==> src/rtl/lsu_mem.sv <==
// Load/store unit for the MEM stage: issues one outstanding data-bus access,
// formats load data, stalls the pipeline while busy, and reports misaligned
// accesses and bus timeouts.
module lsu_mem #(
  parameter int unsigned ADDR_W  = 32,
  parameter int unsigned TIMEOUT = 255
) (
  input  logic              clk,
  input  logic              rst,
  input  logic              mem_rmem,
  input  logic              mem_wmem,
  input  logic [2:0]        mem_funct3,
  input  logic [ADDR_W-1:0] mem_addr,
  input  logic [31:0]       mem_wdata,
  output logic [31:0]       mem_rdata,
  output logic              stall_req,
  output logic              misalign,
  output logic              bus_err,
  output logic              bus_req,
  output logic              bus_we,
  output logic [ADDR_W-1:0] bus_addr,
  output logic [3:0]        bus_be,
  output logic [31:0]       bus_wdata,
  input  logic              bus_gnt,
  input  logic              bus_rvalid,
  input  logic [31:0]       bus_rdata
);

  localparam int unsigned CNT_W = $clog2(TIMEOUT + 1);

  typedef enum logic [1:0] {S_IDLE, S_REQ, S_WAIT, S_DONE} state_t;

  state_t           state, state_nxt;
  logic             req_any, aligned, done_ok, tmo;
  logic [3:0]       be_nxt;
  logic [31:0]      wdata_nxt, load_fmt;
  logic [2:0]       f3_q;
  logic [1:0]       lo_q;
  logic [CNT_W-1:0] cnt;

  // Decode access size from funct3[1:0]: alignment, lane enables, replicated data
  always_comb begin
    req_any   = mem_rmem | mem_wmem;
    aligned   = 1'b1;
    be_nxt    = 4'b1111;
    wdata_nxt = mem_wdata;
    case (mem_funct3[1:0])
      2'b00: begin
        be_nxt    = 4'b0001 << mem_addr[1:0];
        wdata_nxt = {4{mem_wdata[7:0]}};
      end
      2'b01: begin
        aligned   = ~mem_addr[0];
        be_nxt    = mem_addr[1] ? 4'b1100 : 4'b0011;
        wdata_nxt = {2{mem_wdata[15:0]}};
      end
      default: aligned = (mem_addr[1:0] == 2'b00);
    endcase
    // Loads always fetch the whole word; lane selection happens on return
    if (!mem_wmem) be_nxt = 4'b1111;
  end

  // Completion and timeout conditions for the in-flight access
  always_comb begin
    done_ok = ((state == S_REQ) && bus_gnt && bus_rvalid) ||
              ((state == S_WAIT) && bus_rvalid);
    tmo     = ((state == S_REQ) || (state == S_WAIT)) &&
              (cnt == CNT_W'(TIMEOUT - 1)) && !done_ok;
  end

  // Next-state logic and handshake/status outputs
  always_comb begin
    state_nxt = state;
    stall_req = 1'b0;
    bus_req   = 1'b0;
    bus_err   = tmo;
    misalign  = (state == S_IDLE) && req_any && !aligned && !rst;
    case (state)
      S_IDLE: begin
        if (req_any && aligned) begin
          stall_req = 1'b1;
          state_nxt = S_REQ;
        end
      end
      S_REQ: begin
        bus_req   = 1'b1;
        stall_req = 1'b1;
        if (done_ok || tmo) state_nxt = S_DONE;
        else if (bus_gnt)   state_nxt = S_WAIT;
      end
      S_WAIT: begin
        stall_req = 1'b1;
        if (done_ok || tmo) state_nxt = S_DONE;
      end
      S_DONE:  state_nxt = S_IDLE;
      default: state_nxt = S_IDLE;
    endcase
  end

  // State register
  always_ff @(posedge clk or posedge rst) begin
    if (rst) state <= S_IDLE;
    else     state <= state_nxt;
  end

  // Timeout counter: zero in IDLE/DONE, counts every REQ/WAIT cycle
  always_ff @(posedge clk or posedge rst) begin
    if (rst)                                       cnt <= '0;
    else if ((state == S_REQ) || (state == S_WAIT)) cnt <= cnt + 1'b1;
    else                                           cnt <= '0;
  end

  // Latch the bus request fields when an aligned access is accepted
  always_ff @(posedge clk or posedge rst) begin
    if (rst) begin
      bus_we    <= 1'b0;
      bus_addr  <= '0;
      bus_be    <= '0;
      bus_wdata <= '0;
      f3_q      <= '0;
      lo_q      <= '0;
    end else if ((state == S_IDLE) && req_any && aligned) begin
      bus_we    <= mem_wmem;
      bus_addr  <= {mem_addr[ADDR_W-1:2], 2'b00};
      bus_be    <= be_nxt;
      bus_wdata <= wdata_nxt;
      f3_q      <= mem_funct3;
      lo_q      <= mem_addr[1:0];
    end
  end

  // Select the addressed byte/half of the returned word and extend it
  always_comb begin
    load_fmt = bus_rdata;
    case (f3_q)
      3'b000, 3'b100: begin
        load_fmt[7:0]  = bus_rdata[8*lo_q +: 8];
        load_fmt[31:8] = {24{bus_rdata[8*lo_q + 7] & ~f3_q[2]}};
      end
      3'b001, 3'b101: begin
        load_fmt[15:0]  = lo_q[1] ? bus_rdata[31:16] : bus_rdata[15:0];
        load_fmt[31:16] = {16{(lo_q[1] ? bus_rdata[31] : bus_rdata[15]) & ~f3_q[2]}};
      end
      default: load_fmt = bus_rdata;
    endcase
  end

  // Load result register: updates only on load completion or load timeout
  always_ff @(posedge clk or posedge rst) begin
    if (rst)                       mem_rdata <= '0;
    else if (done_ok && !bus_we)   mem_rdata <= load_fmt;
    else if (tmo && !bus_we)       mem_rdata <= '0;
  end

endmodule

==> config.mk <==
export PLATFORM = sky130hd
export DESIGN_NAME = lsu_mem
export DESIGN_NICKNAME = d
export VERILOG_FILES = /design/src/rtl/lsu_mem.sv
export SDC_FILE = /design/constraint.sdc
export NUM_CORES = 1
export LEC_CHECK = 0
export CORE_ASPECT_RATIO = 0.9
export CORE_UTILIZATION = 48
export CTS_CLUSTER_DIAMETER = 100
export CTS_CLUSTER_SIZE = 12
export DETAILED_ROUTE_END_ITERATION = 8
export MAX_ROUTING_LAYER = met4
export PLACE_DENSITY = 0.95
export SLEW_MARGIN = 40
export SYNTH_ARGS = -nofsm -noshare
export SYNTH_HDL_FRONTEND = slang
export SYNTH_SLANG_ARGS = --single-unit
export TNS_END_PERCENT = 10
==> constraint.sdc <==
create_clock -name clk -period 6.75 [get_ports clk]
set_clock_uncertainty 0.1 [all_clocks]
set_input_delay 1.35 -clock clk [delete_from_list [all_inputs] [get_ports clk]]
set_output_delay 1.35 -clock clk [all_outputs]
set_load 0.02 [all_outputs]
After elaboration in Yosys (flattened, before gate mapping)
Cells that the tools add are included.

Logic and storage cells: 79. Register bits after elaboration: 114. Output and inout port bits: 105. Input port bits: 105.

Reductions and logical operators: 28. $lt $le $gt $ge: 1. Equality and inequality tests: 11. Muxes and demuxes: 21. Bitwise logic cells: 5. Add/subtract/negate cells: 2. Shifts and indexed selects: 2.

Operators by type and width (count): case mux 32 bit (2 select lines) (2); 2-to-1 mux 32 bit (2); indexed part select 32 x 6 -> 8 bit (1); 2-to-1 mux 16 bit (1); logical AND 1 bit (12); adder 8 x 1 -> 8 bit, second input constant (1); == test 8 bit, second input constant (1); 2-to-1 mux 2 bit (4); 2-to-1 mux 4 bit (2); 2-to-1 mux 8 bit (1); case mux 2 bit (4 select lines) (1); case mux 4 bit (2 select lines) (1); adder 5 x 3 -> 6 bit, second input constant (1); == test 3 bit, second input constant (2); logical NOT 2 bit (3); less-than comparator 6 bit, second input constant (1); OR reduction 2 bit (3); binary-select mux 1 bit (select 5 bit) (1); == test 2 x 1 -> 1 bit, second input constant (2); == test 2 bit, second input constant (2); logical NOT 1 bit (4); 2-to-1 mux 1 bit (4); != test 2 x 1 -> 1 bit, second input constant (2); case mux 1 bit (2 select lines) (2); other kinds (10) (14).

Logic depth before layout (Yosys ltp)
Gate-level depths: netlist of the first run.

Depth in word-level cells: 9. Mapped depth: 8. Depth with buffers taken out: 6.

Least setup slack after synthesis of the first run
OpenSTA, ideal clock, no wires.

Kind: input to output. Start point: in mem_funct3[0]. End point: out misalign. Arrival: 2588 ps. Buffers on the path: 2. Stages on the path: 4. Required time: 5300 ps. Setup slack: 2712 ps. Path through: clkbuf_1 clkbuf_1 a21oi_1 nor3_1.

Cells in the longest elaborated chain, start to end: 5. Elaborated cells on any way between the ends: 6. Classes of those cells: eq/ne: 1; mux: 1; reduce/logical: 4.

RTL lines: start, declared (line 12) `input logic [2:0] mem_funct3,`; == test 2 x 1 -> 1 bit or logical NOT 2 bit (tied branches) (line 47) `case (mem_funct3[1:0])`; case mux 1 bit (2 select lines) * (line 47); logical NOT 1 bit * (line 77) `misalign = (state == S_IDLE) && req_any && !aligned && !rst;`; logical AND 1 bit * (2 in a row) (line 77); end, declared (line 17) `output logic misalign,`.

Mark *: on every way between the ends. The rest lies on a longest branch, timed or not.

Worst setup path in the final report of the first run
Start point: in mem_funct3[1]. End point: out stall_req.

Cells in the longest elaborated chain, start to end: 5. Elaborated cells on any way between the ends: 6. Classes of those cells: eq/ne: 1; mux: 3; reduce/logical: 2.

RTL lines: == test 2 x 1 -> 1 bit or logical NOT 2 bit (tied branches) (line 47); case mux 1 bit (2 select lines) * (line 47); logical AND 1 bit * (line 80) `if (req_any && aligned) begin`; 2-to-1 mux 1 bit * (line 80); case mux 1 bit (2 select lines) * (line 78) `case (state)`; end, declared (line 16) `output logic stall_req,`.

Marks and branches as above.

==> results of run 1 <==
==> worst max-delay path, stage by stage <==
cell and delay, ns:
clkdlybuf4s50_1 0.40, buf_4 0.24, o21a_1 0.18, a211o_4 0.33, a21oi_1 0.15, clkdlybuf4s50_1 0.62
==> metal layers <==
| metal | global-route usage (%) | up-vias | share of wire, % |
|---|---|---|---|
| li1 | - | 2105 | - |
| met1 | 31.5 | 2298 | 39 |
| met2 | 47.3 | 223 | 52 |
| met3 | 8.82 | 34 | 7.0 |
| met4 | 12.5 | 0 | 2.4 |
| met5 | - | - | 0 |
==> cell usage in the layout, fill, tap and decap left out, types with 3 or more instances in the layout <==
| master | Yosys | final |
|---|---|---|
| nor2_1 | 17 | 16 |
| nand2b_1 | 9 | 9 |
| inv_1 | 14 | 13 |
| clkinvlp_4 | 0 | 3 |
| a22o_1 | 8 | 8 |
| o21ai_0 | 41 | 41 |
| a221o_2 | 10 | 10 |
| mux2_2 | 53 | 53 |
| a221oi_1 | 8 | 8 |
| o2bb2ai_1 | 8 | 8 |
| a21oi_1 | 40 | 40 |
| clkbuf_8 | 0 | 4 |
| dfrtp_1 | 114 | 113 |
| nand2_1 | 30 | 30 |
| a221o_1 | 6 | 6 |
| xor2_1 | 3 | 3 |
| mux2i_1 | 25 | 25 |
| nor2b_1 | 4 | 4 |
| buf_4 | 2 | 3 |
| clkinv_2 | 0 | 5 |
| a21o_1 | 3 | 3 |
| nand3_1 | 3 | 3 |
| clkdlybuf4s50_1 | 0 | 207 |
| ha_1 | 7 | 7 |
| clkbuf_16 | 0 | 17 |
| nand3b_1 | 8 | 8 |
==> power by group through the flow <==
stage	clock [mW]	combinational [mW]	sequential (mW)
global route	0.922	1.90	1.27
global placement	0	1.73	1.20
finish	0.875	1.80	1.23
CTS	0.888	1.80	1.23
floorplan	0	0.700	1.49
detailed placement	0	1.78	1.23
==> kinds of logic after synthesis <==
group	after synthesis	share of synthesized area, %
buffers and inverters	50	4.19
AOI/OAI and AO/OA	133	17.0
adders and majority gates	7	1.62
muxes	78	15.7
other	1	0.0694
xor gates and xnor gates	4	0.649
DFF	114	52.8
and+or+nand+nor	83	8.01
==> stage by stage <==
| stage | hold WS (ns) | setup slack [ns] | util, % | power (mW) |
|---|---|---|---|---|
| after floorplan | 0.354 | 2.28 | - | 2.19 |
| after global placement | 0.362 | 2.08 | 69.2 | 2.93 |
| after detailed placement | 0.370 | 2.03 | 69.3 | 3.01 |
| after CTS | 0.382 | 2.02 | 74.7 | 3.92 |
| after global routing | 0.409 | 1.95 | 74.8 | 4.09 |
| final | 0.379 | 2.03 | 74.8 | 3.90 |
==> layout make-up <==
class	instances	area, um2
clock inverter	10	108
tap	152	190
timing repair buffer	213	2130
multi-input combinational	307	2340
antenna	1	2.50
fill	722	2750
inverter	15	58.8
clock buffer	22	474
sequential	114	2850
==> worst paths after layout <==
path                                           start                        end  slack, ns  depth (start not counted)
setup / recovery                       mem_funct3[1]                  stall_req       2.03                          6
hold / removal             bus_wdata[22]$_DFFE_PP0P_  bus_wdata[22]$_DFFE_PP0P_       0.38                          2
setup reg to reg                state[1]$_DFFE_PP0P_  mem_rdata[20]$_DFFE_PP0P_       4.02                          7
hold reg to reg            bus_wdata[22]$_DFFE_PP0P_  bus_wdata[22]$_DFFE_PP0P_       0.38                          2
max in group asynchronous                        rst    bus_addr[3]$_DFFE_PP0P_       4.25                          3
min in group asynchronous                        rst      bus_be[2]$_DFFE_PP0P_       1.24                          2
==> state kept, by name (all words and copies together), names as in the netlist <==
signal     cells
state          2
f3_q           3
bus_we         1
lo_q           2
bus_wdata     32
cnt            8
bus_be         4
mem_rdata     32
bus_addr      30
==> results.py, run 1 <==
metrics = {
    "place": {
        "place_congestion": 0.833,
        "portBuffers": 207,
        "dp_cells": 800,
        "placed_area_um2": 7560,
        "dp_hpwl_um": 10800,
    },
    "die": {
        "num_rows": 36,
        "die_area_um2": 11700,
        "core-area_um2": 10900,
        "io-pin-count": 210,
        "die_h_um": 103,
        "initial_core_util_pct": 49.6,
        "die_w_um": 114,
    },
    "clocking": {
        "cts_buffers": 17,
        "clockBufferDepth": 2,
        "h-tree-depth": 4,
        "postCtsSetupBuffers": 0,
        "tritoncts": "yes",
        "clkTransAtPathRegs_ns": 0.06,
        "clkSinkCount": 114,
        "post_cts_resized": 0,
        "clk_latency_ns": 0.41,
        "clock_tree.root_cell": "clkbuf_16",
        "hold_buffers": 0,
    },
    "yosys": {
        "synth_cell_types": 46,
        "synth_common_cells": "dfrtp_1 (114), mux2_2 (53), o21ai_0 (41)",
        "yosys.area.top_type": "dfrtp_1",
        "netlist_top_cells_area": "dfrtp_1 (53%), mux2_2 (11%), mux2i_1 (4.6%)",
        "synth_seq_cells": 114,
        "synth_edf_count": 0,
        "synth-warning-count": 0,
        "synthesis.area_um2": 5400,
        "synth_seq_area_share_pct": 52.8,
        "avgSynthCellArea_um2": 11.5,
        "postSynthCellCount": 470,
        "synth_top_area_share_pct": 52.8,
        "async_reset_ff_share_pct": 100,
        "synth_ff_type": "dfrtp_1",
        "synth.most_common_cell": "dfrtp_1",
    },
    "grt": {
        "grtUsageTotal_pct": 28.3,
        "grt_pass1_vias": 4814,
        "grt_max_degree": 101,
        "grt-ovfl-total": 0,
        "antenna_found_initial": 1,
        "grt_pass1_wl_um": 24100,
    },
    "timing": {
        "fin_crit_ns": 4.72,
        "slew_headroom_pct": 48.4,
        "slew_violations": 0,
        "setup_violations": 0,
        "tns_ns": 0,
        "finalHoldViolations": 0,
        "max_freq_ghz": 0.212,
        "fin_crit_sh_pct": 70.0,
        "grt_setup_unrepaired": "false",
        "worstMarginPinSlew_ns": 0.771,
    },
    "setup_path": {
        "crit_arrival_ns": 3.27,
        "critPathKind": "in -> out",
        "required_ns": 5.30,
        "worstSetupEndpointType": "output port",
        "crit_path_start_kind": "input pin",
        "crit_fanout": 29,
    },
    "route": {
        "drtIter0Drc": 263,
        "wl_um": 15600,
        "viasPerCell": 5.59,
        "ant_nets": 0,
        "vias": 4660,
        "wl_per_cell_um": 18.7,
        "drc_errors": 0,
        "drt-pass1-iter-count": 5,
    },
    "finish": {
        "instances_no_fill": 834,
        "syn_to_final_growth_pct": 50.9,
        "layout.nets": 780,
        "layout-drive-gt1-share_pct": 15.9,
        "stdcell_area_um2": 8150,
    },
    "pwr": {
        "seqPwrFrac_pct": 31.5,
        "p_comb_share_pct": 46.1,
        "p_leak_nw": 3.51,
        "clock_power_share_pct": 22.4,
        "powerDensity_nw_per_um2": 478,
        "ir_drop_v": 0.000302,
        "switching_share_pct": 36.9,
        "p_switching_mw": 1.44,
        "p_int_mw": 2.46,
    },
    "min_path": {
        "worstHoldPathType": "reg -> reg",
    },
    "flow_run": {
        "cap_violations": 0,
    },
    "outcome": {
        "status": "completed",
    },
}
(Power assumes the default switching activity.)
==> run 2: changes to the inputs <==
--- a/config.mk
+++ b/config.mk
@@ -6,12 +6,12 @@
 export NUM_CORES = 1
 export LEC_CHECK = 0
 export CORE_ASPECT_RATIO = 0.9
-export CORE_UTILIZATION = 48
+export CORE_UTILIZATION = 40
 export CTS_CLUSTER_DIAMETER = 100
 export CTS_CLUSTER_SIZE = 12
 export DETAILED_ROUTE_END_ITERATION = 8
 export MAX_ROUTING_LAYER = met4
-export PLACE_DENSITY = 0.95
+export PLACE_DENSITY = 0.87
 export SLEW_MARGIN = 40
 export SYNTH_ARGS = -nofsm -noshare
 export SYNTH_HDL_FRONTEND = slang
==> constraint.sdc (replaced) <==
create_clock -name clk -period 3.9 [get_ports clk]
set_clock_uncertainty 0.1 [all_clocks]
set_input_delay 0.78 -clock clk [delete_from_list [all_inputs] [get_ports clk]]
set_output_delay 0.78 -clock clk [all_outputs]
set_load 0.02 [all_outputs]
==> results.py, run 2 (same netlist as run 1, synthesis figures left out) <==
metrics = {
    "grt": {
        "grtUsageTotal_pct": 23.1,
        "grt-ovfl-total": 0,
        "antenna_found_initial": 0,
        "grt_pass1_wl_um": 24400,
        "grt_max_degree": 101,
        "grt_pass1_vias": 4684,
    },
    "route": {
        "vias": 4522,
        "ant_nets": 0,
        "wl_per_cell_um": 17.9,
        "drc_errors": 0,
        "drtIter0Drc": 213,
        "viasPerCell": 5.34,
        "wl_um": 15100,
        "drt-pass1-iter-count": 4,
    },
    "die": {
        "num_rows": 39,
        "die_w_um": 125,
        "die_area_um2": 14000,
        "initial_core_util_pct": 41.8,
        "die_h_um": 112,
        "core-area_um2": 12900,
        "io-pin-count": 210,
    },
    "timing": {
        "finalHoldViolations": 0,
        "fin_crit_ns": 3.62,
        "fin_crit_sh_pct": 92.7,
        "slew_headroom_pct": 50.5,
        "worstMarginPinSlew_ns": 0.743,
        "setup_violations": 0,
        "max_freq_ghz": 0.277,
        "slew_violations": 0,
        "grt_setup_unrepaired": "false",
        "tns_ns": 0,
        "postLayoutSetupSlackWorst_ns": 0.285,
    },
    "flow_run": {
        "cap_violations": 0,
    },
    "clocking": {
        "clkSinkCount": 114,
        "clkTransAtPathRegs_ns": 0.05,
        "hold_buffers": 0,
        "clk_latency_ns": 0.40,
        "post_cts_resized": 0,
        "tritoncts": "yes",
        "postCtsSetupBuffers": 0,
        "clockBufferDepth": 2,
        "cts_buffers": 17,
        "clock_tree.root_cell": "clkbuf_16",
        "h-tree-depth": 4,
    },
    "setup_path": {
        "crit_path_start_kind": "input pin",
        "worstReg2RegStart": "state[0]$_DFFE_PP0P_",
        "required_ns": 3.02,
        "worstSetupEndpointType": "output port",
        "startpoint": "mem_addr[0]",
        "crit_arrival_ns": 2.74,
        "crit_fanout": 8,
        "critPathKind": "in -> out",
    },
    "pwr": {
        "switching_share_pct": 36.4,
        "p_int_mw": 4.30,
        "p_leak_nw": 3.53,
        "clock_power_share_pct": 22.8,
        "p_switching_mw": 2.46,
        "p_comb_share_pct": 45.8,
        "powerDensity_nw_per_um2": 824,
        "ir_drop_v": 0.000565,
        "seqPwrFrac_pct": 31.4,
    },
    "finish": {
        "final_cell_mix": "clkdlybuf4s50_1 (207), dfrtp_1 (113), mux2_2 (53), o21ai_0 (41), a21oi_1 (40)",
        "reg_top3": "bus_wdata x32, mem_rdata x32, bus_addr x30",
        "layout.nets": 782,
        "stdcell_area_um2": 8210,
        "final_common_cell": "clkdlybuf4s50_1",
        "instances_no_fill": 847,
        "antenna_cells": 0,
        "syn_to_final_growth_pct": 51.9,
        "nFillCells": 979,
        "layout-drive-gt1-share_pct": 16.1,
    },
    "outcome": {
        "status": "completed",
    },
    "place": {
        "dp_cells": 814,
        "portBuffers": 207,
        "dp_hpwl_um": 11000,
        "dp_slack_ns": 0.301,
        "place_congestion": 0.956,
        "placed_area_um2": 7590,
    },
    "min_path": {
        "hold_start": "bus_wdata[31]$_DFFE_PP0P_",
        "worstHoldPathType": "reg -> reg",
    },
}
==> run 2: cell count changes in the layout (fill, tap and decap cells not counted) <==
| cell | delta |
|---|---|
| buf_12 | +1 |
| buf_4 | +3 |
| clkbuf_1 | -1 |
| clkbuf_4 | -1 |
| clkbuf_8 | +1 |
| clkinv_2 | -1 |
| diode_2 | -1 |
| or2_1 | +1 |
| or2_2 | -1 |
==> run 2: worst paths after layout <==
kind                                             end  slack, ns  depth (start not counted)
min reg2reg                bus_wdata[31]$_DFFE_PP0P_       0.38                          2
max in group asynchronous      bus_be[1]$_DFFE_PP0P_       2.19                          3
min                        bus_wdata[31]$_DFFE_PP0P_       0.38                          2
min in group asynchronous  bus_wdata[26]$_DFFE_PP0P_       0.71                          2
max                                        stall_req       0.28                          5
max reg2reg                mem_rdata[11]$_DFFE_PP0P_       1.46                          7
==> run 2: critical path, cell delays in order <==
cell and delay, ns:
clkdlybuf4s50_1 0.57, o21a_1 0.30, a211o_4 0.33, a21oi_1 0.15, clkdlybuf4s50_1 0.61
==> run 2: cell type report <==
cell class / count / area [um2] / area share (%)
Sequential cell: 114 / 2850 / 34.8
Multi-Input combinational cell: 307 / 2340 / 28.5
Timing Repair Buffer: 215 / 2150 / 26.2
Clock buffer: 23 / 498 / 6.07
Tap cell: 164 / 205 / 2.50
Clock inverter: 9 / 103 / 1.25
Inverter: 15 / 58.8 / 0.717
==> run 2: layer usage <==
metal  global-route usage (%)  vias up  part of all wire, %
li1                         -     2102                    -
met1                     27.8     2209                   43
met2                     35.9      185                   48
met3                     8.10       26                  7.1
met4                     8.19        0                  2.1
met5                        -        -                    0
==> run 2: per-stage QoR <==
step / util, % / total power, mW / hold slack, ns
final: 63.5 / 6.76 / 0.377
after floorplan: - / 3.79 / 0.354
after CTS: 63.4 / 6.82 / 0.381
after global routing: 63.5 / 7.13 / 0.399
after global placement: 58.7 / 5.13 / 0.364
after detailed placement: 58.7 / 5.23 / 0.369
==> run 2: power by group through the flow <==
stage	Clock, mW	Combinational (mW)	Sequential, mW
after CTS	1.57	3.12	2.13
after floorplan	0	1.21	2.58
after global placement	0	3.03	2.10
after global routing	1.63	3.29	2.21
after detailed placement	0	3.09	2.14
final	1.54	3.10	2.12
==> run 3: changes to the inputs <==
--- a/config.mk
+++ b/config.mk
@@ -6,13 +6,14 @@
 export NUM_CORES = 1
 export LEC_CHECK = 0
 export CORE_ASPECT_RATIO = 0.9
+export CORE_MARGIN = 3
 export CORE_UTILIZATION = 40
 export CTS_CLUSTER_DIAMETER = 100
 export CTS_CLUSTER_SIZE = 12
 export DETAILED_ROUTE_END_ITERATION = 8
 export MAX_ROUTING_LAYER = met4
 export PLACE_DENSITY = 0.87
-export SLEW_MARGIN = 40
+export SLEW_MARGIN = 20
 export SYNTH_ARGS = -nofsm -noshare
 export SYNTH_HDL_FRONTEND = slang
 export SYNTH_SLANG_ARGS = --single-unit
==> results.py, run 3 (same netlist as run 1, synthesis figures left out) <==
metrics = {
    "route": {
        "drt-pass1-iter-count": 4,
        "drc_errors": 0,
        "viasPerCell": 5.33,
        "drtIter0Drc": 331,
        "ant_nets": 0,
        "vias": 4513,
        "wl_um": 15500,
        "wl_per_cell_um": 18.4,
    },
    "setup_path": {
        "worstPathCellList": "clkdlybuf4s50_1 -> o21a_1 -> a211o_4 -> a21oi_1 -> clkdlybuf4s50_1",
        "required_ns": 3.02,
        "crit_path_frequent_cell": "clkdlybuf4s50_1",
        "worstSetupEndpointType": "output port",
        "critPathBufInv": 2,
        "slowest_delay_ns": 0.62,
        "crit_arrival_ns": 2.71,
        "critPathTopFamily": "buffers and inverters",
        "crit_fanout": 8,
        "crit_path_start_kind": "input pin",
        "critPathKind": "in -> out",
        "crit_slowest_cell": "clkdlybuf4s50_1",
    },
    "die": {
        "initial_core_util_pct": 41.8,
        "core-area_um2": 12900,
        "die_w_um": 129,
        "die_area_um2": 14900,
        "die_h_um": 116,
        "num_rows": 39,
        "io-pin-count": 210,
    },
    "finish": {
        "final_cell_mix": "clkdlybuf4s50_1 (207), dfrtp_1 (114), mux2_2 (53), o21ai_0 (41), a21oi_1 (40)",
        "nFillCells": 944,
        "layout.nets": 781,
        "final_common_cell": "clkdlybuf4s50_1",
        "fin_util_pct": 63.4,
        "syn_to_final_growth_pct": 51.6,
        "layout-drive-gt1-share_pct": 15.7,
        "reg_top3": "bus_wdata x32, mem_rdata x32, bus_addr x30",
    },
    "clocking": {
        "cts_buffers": 17,
        "hold_buffers": 0,
        "postCtsSetupBuffers": 0,
        "tritoncts": "yes",
        "post_cts_resized": 0,
        "clkSinkCount": 114,
        "clk_latency_ns": 0.40,
        "h-tree-depth": 4,
        "clock_tree.root_cell": "clkbuf_16",
        "clkTransAtPathRegs_ns": 0.05,
        "clockBufferDepth": 2,
    },
    "grt": {
        "use_met1_pct": 27.5,
        "grtUsageTotal_pct": 21.9,
        "antenna_found_initial": 1,
        "met2_usage_pct": 34.3,
        "grt_pass1_vias": 4820,
        "grt_busiest_layer": "met2",
        "grt_max_degree": 101,
        "grt_use_met3_pct": 7.50,
        "grt_pass1_wl_um": 25000,
        "grt-ovfl-total": 0,
    },
    "timing": {
        "tns_ns": 0,
        "finalHoldViolations": 0,
        "max_freq_ghz": 0.279,
        "fin_crit_ns": 3.59,
        "grt_setup_unrepaired": "false",
        "fin_crit_sh_pct": 92.0,
        "setup_violations": 0,
        "slew_headroom_pct": 32.3,
        "whs_ns": 0.373,
        "slew_violations": 0,
        "worstMarginPinSlew_ns": 1.02,
    },
    "place": {
        "portBuffers": 207,
        "dp_hpwl_um": 11600,
        "place_congestion": 0.902,
    },
    "pwr": {
        "powerDensity_nw_per_um2": 827,
        "ir_drop_v": 0.000510,
        "p_total_mw": 6.78,
        "p_leak_nw": 3.52,
    },
    "min_path": {
        "worstHoldPathType": "reg -> reg",
    },
    "outcome": {
        "status": "completed",
    },
    "flow_run": {
        "cap_violations": 0,
    },
}
-- run 3: cell count changes in the layout (fill, tap and decap cells not counted) --
cell / delta
dfrtp_1: +1
nor2_2: -1
diode_2: +1
buf_6: -1
nor2_1: +1
dfrtp_2: -1
-- run 3: cell type report --
type	instances	area (um2)	area share, %
diodes	1	2.50	0.0305
clock buffers	23	498	6.08
clock inverters	9	103	1.25
inverters	15	58.8	0.718
multi-input cells	307	2340	28.5
flip-flops and latches	114	2850	34.8
well taps	164	205	2.50
repair buffers	214	2140	26.1
-- run 3: report_power, final --
group          internal, mW  total [mW]  switching (mW)
Clock                  1.02        1.56           0.537
Combinational          1.57        3.10            1.54
Sequential             1.71        2.12           0.401
-- run 3: path summary, 6_finish.rpt --
check                                          start                        end  slack [ns]  cells past startpoint
setup / recovery                         mem_addr[0]                  stall_req        0.31                      5
hold / removal             bus_wdata[25]$_DFFE_PP0P_  bus_wdata[25]$_DFFE_PP0P_        0.37                      2
setup reg to reg                 lo_q[1]$_DFFE_PP0P_  mem_rdata[22]$_DFFE_PP0P_        1.27                      4
hold reg to reg            bus_wdata[25]$_DFFE_PP0P_  bus_wdata[25]$_DFFE_PP0P_        0.37                      2
max in group asynchronous                        rst  mem_rdata[13]$_DFFE_PP0P_        2.15                      3
min in group asynchronous                        rst  bus_wdata[25]$_DFFE_PP0P_        0.79                      2
-- run 3: metrics by stage --
step,cell area (um2),worst slack [ns],instances
2_1_floorplan,5410,0.00429,471
3_3_place_gp,7590,0.377,814
3_5_place_dp,7590,0.345,814
4_1_cts,8190,0.325,846
5_1_grt,8190,0.280,847
6_report,8190,0.312,847
-- run 3: layer usage --
layer / wire length [um] / vias up
li1: - / 2094
met1: 6630 / 2234
met2: 7580 / 165
met3: 1110 / 20
met4: 229 / 0
met5: 0 / -
-- run 3: worst register-to-register path: cells and delay by family, from the launching register on --
kind | cells | cell delay, ns
AOI/OAI and AO/OA | 2 | 1.13
DFF | 1 | 0.86
muxes | 1 | 0.37
and+or+nand+nor | 1 | 0.10
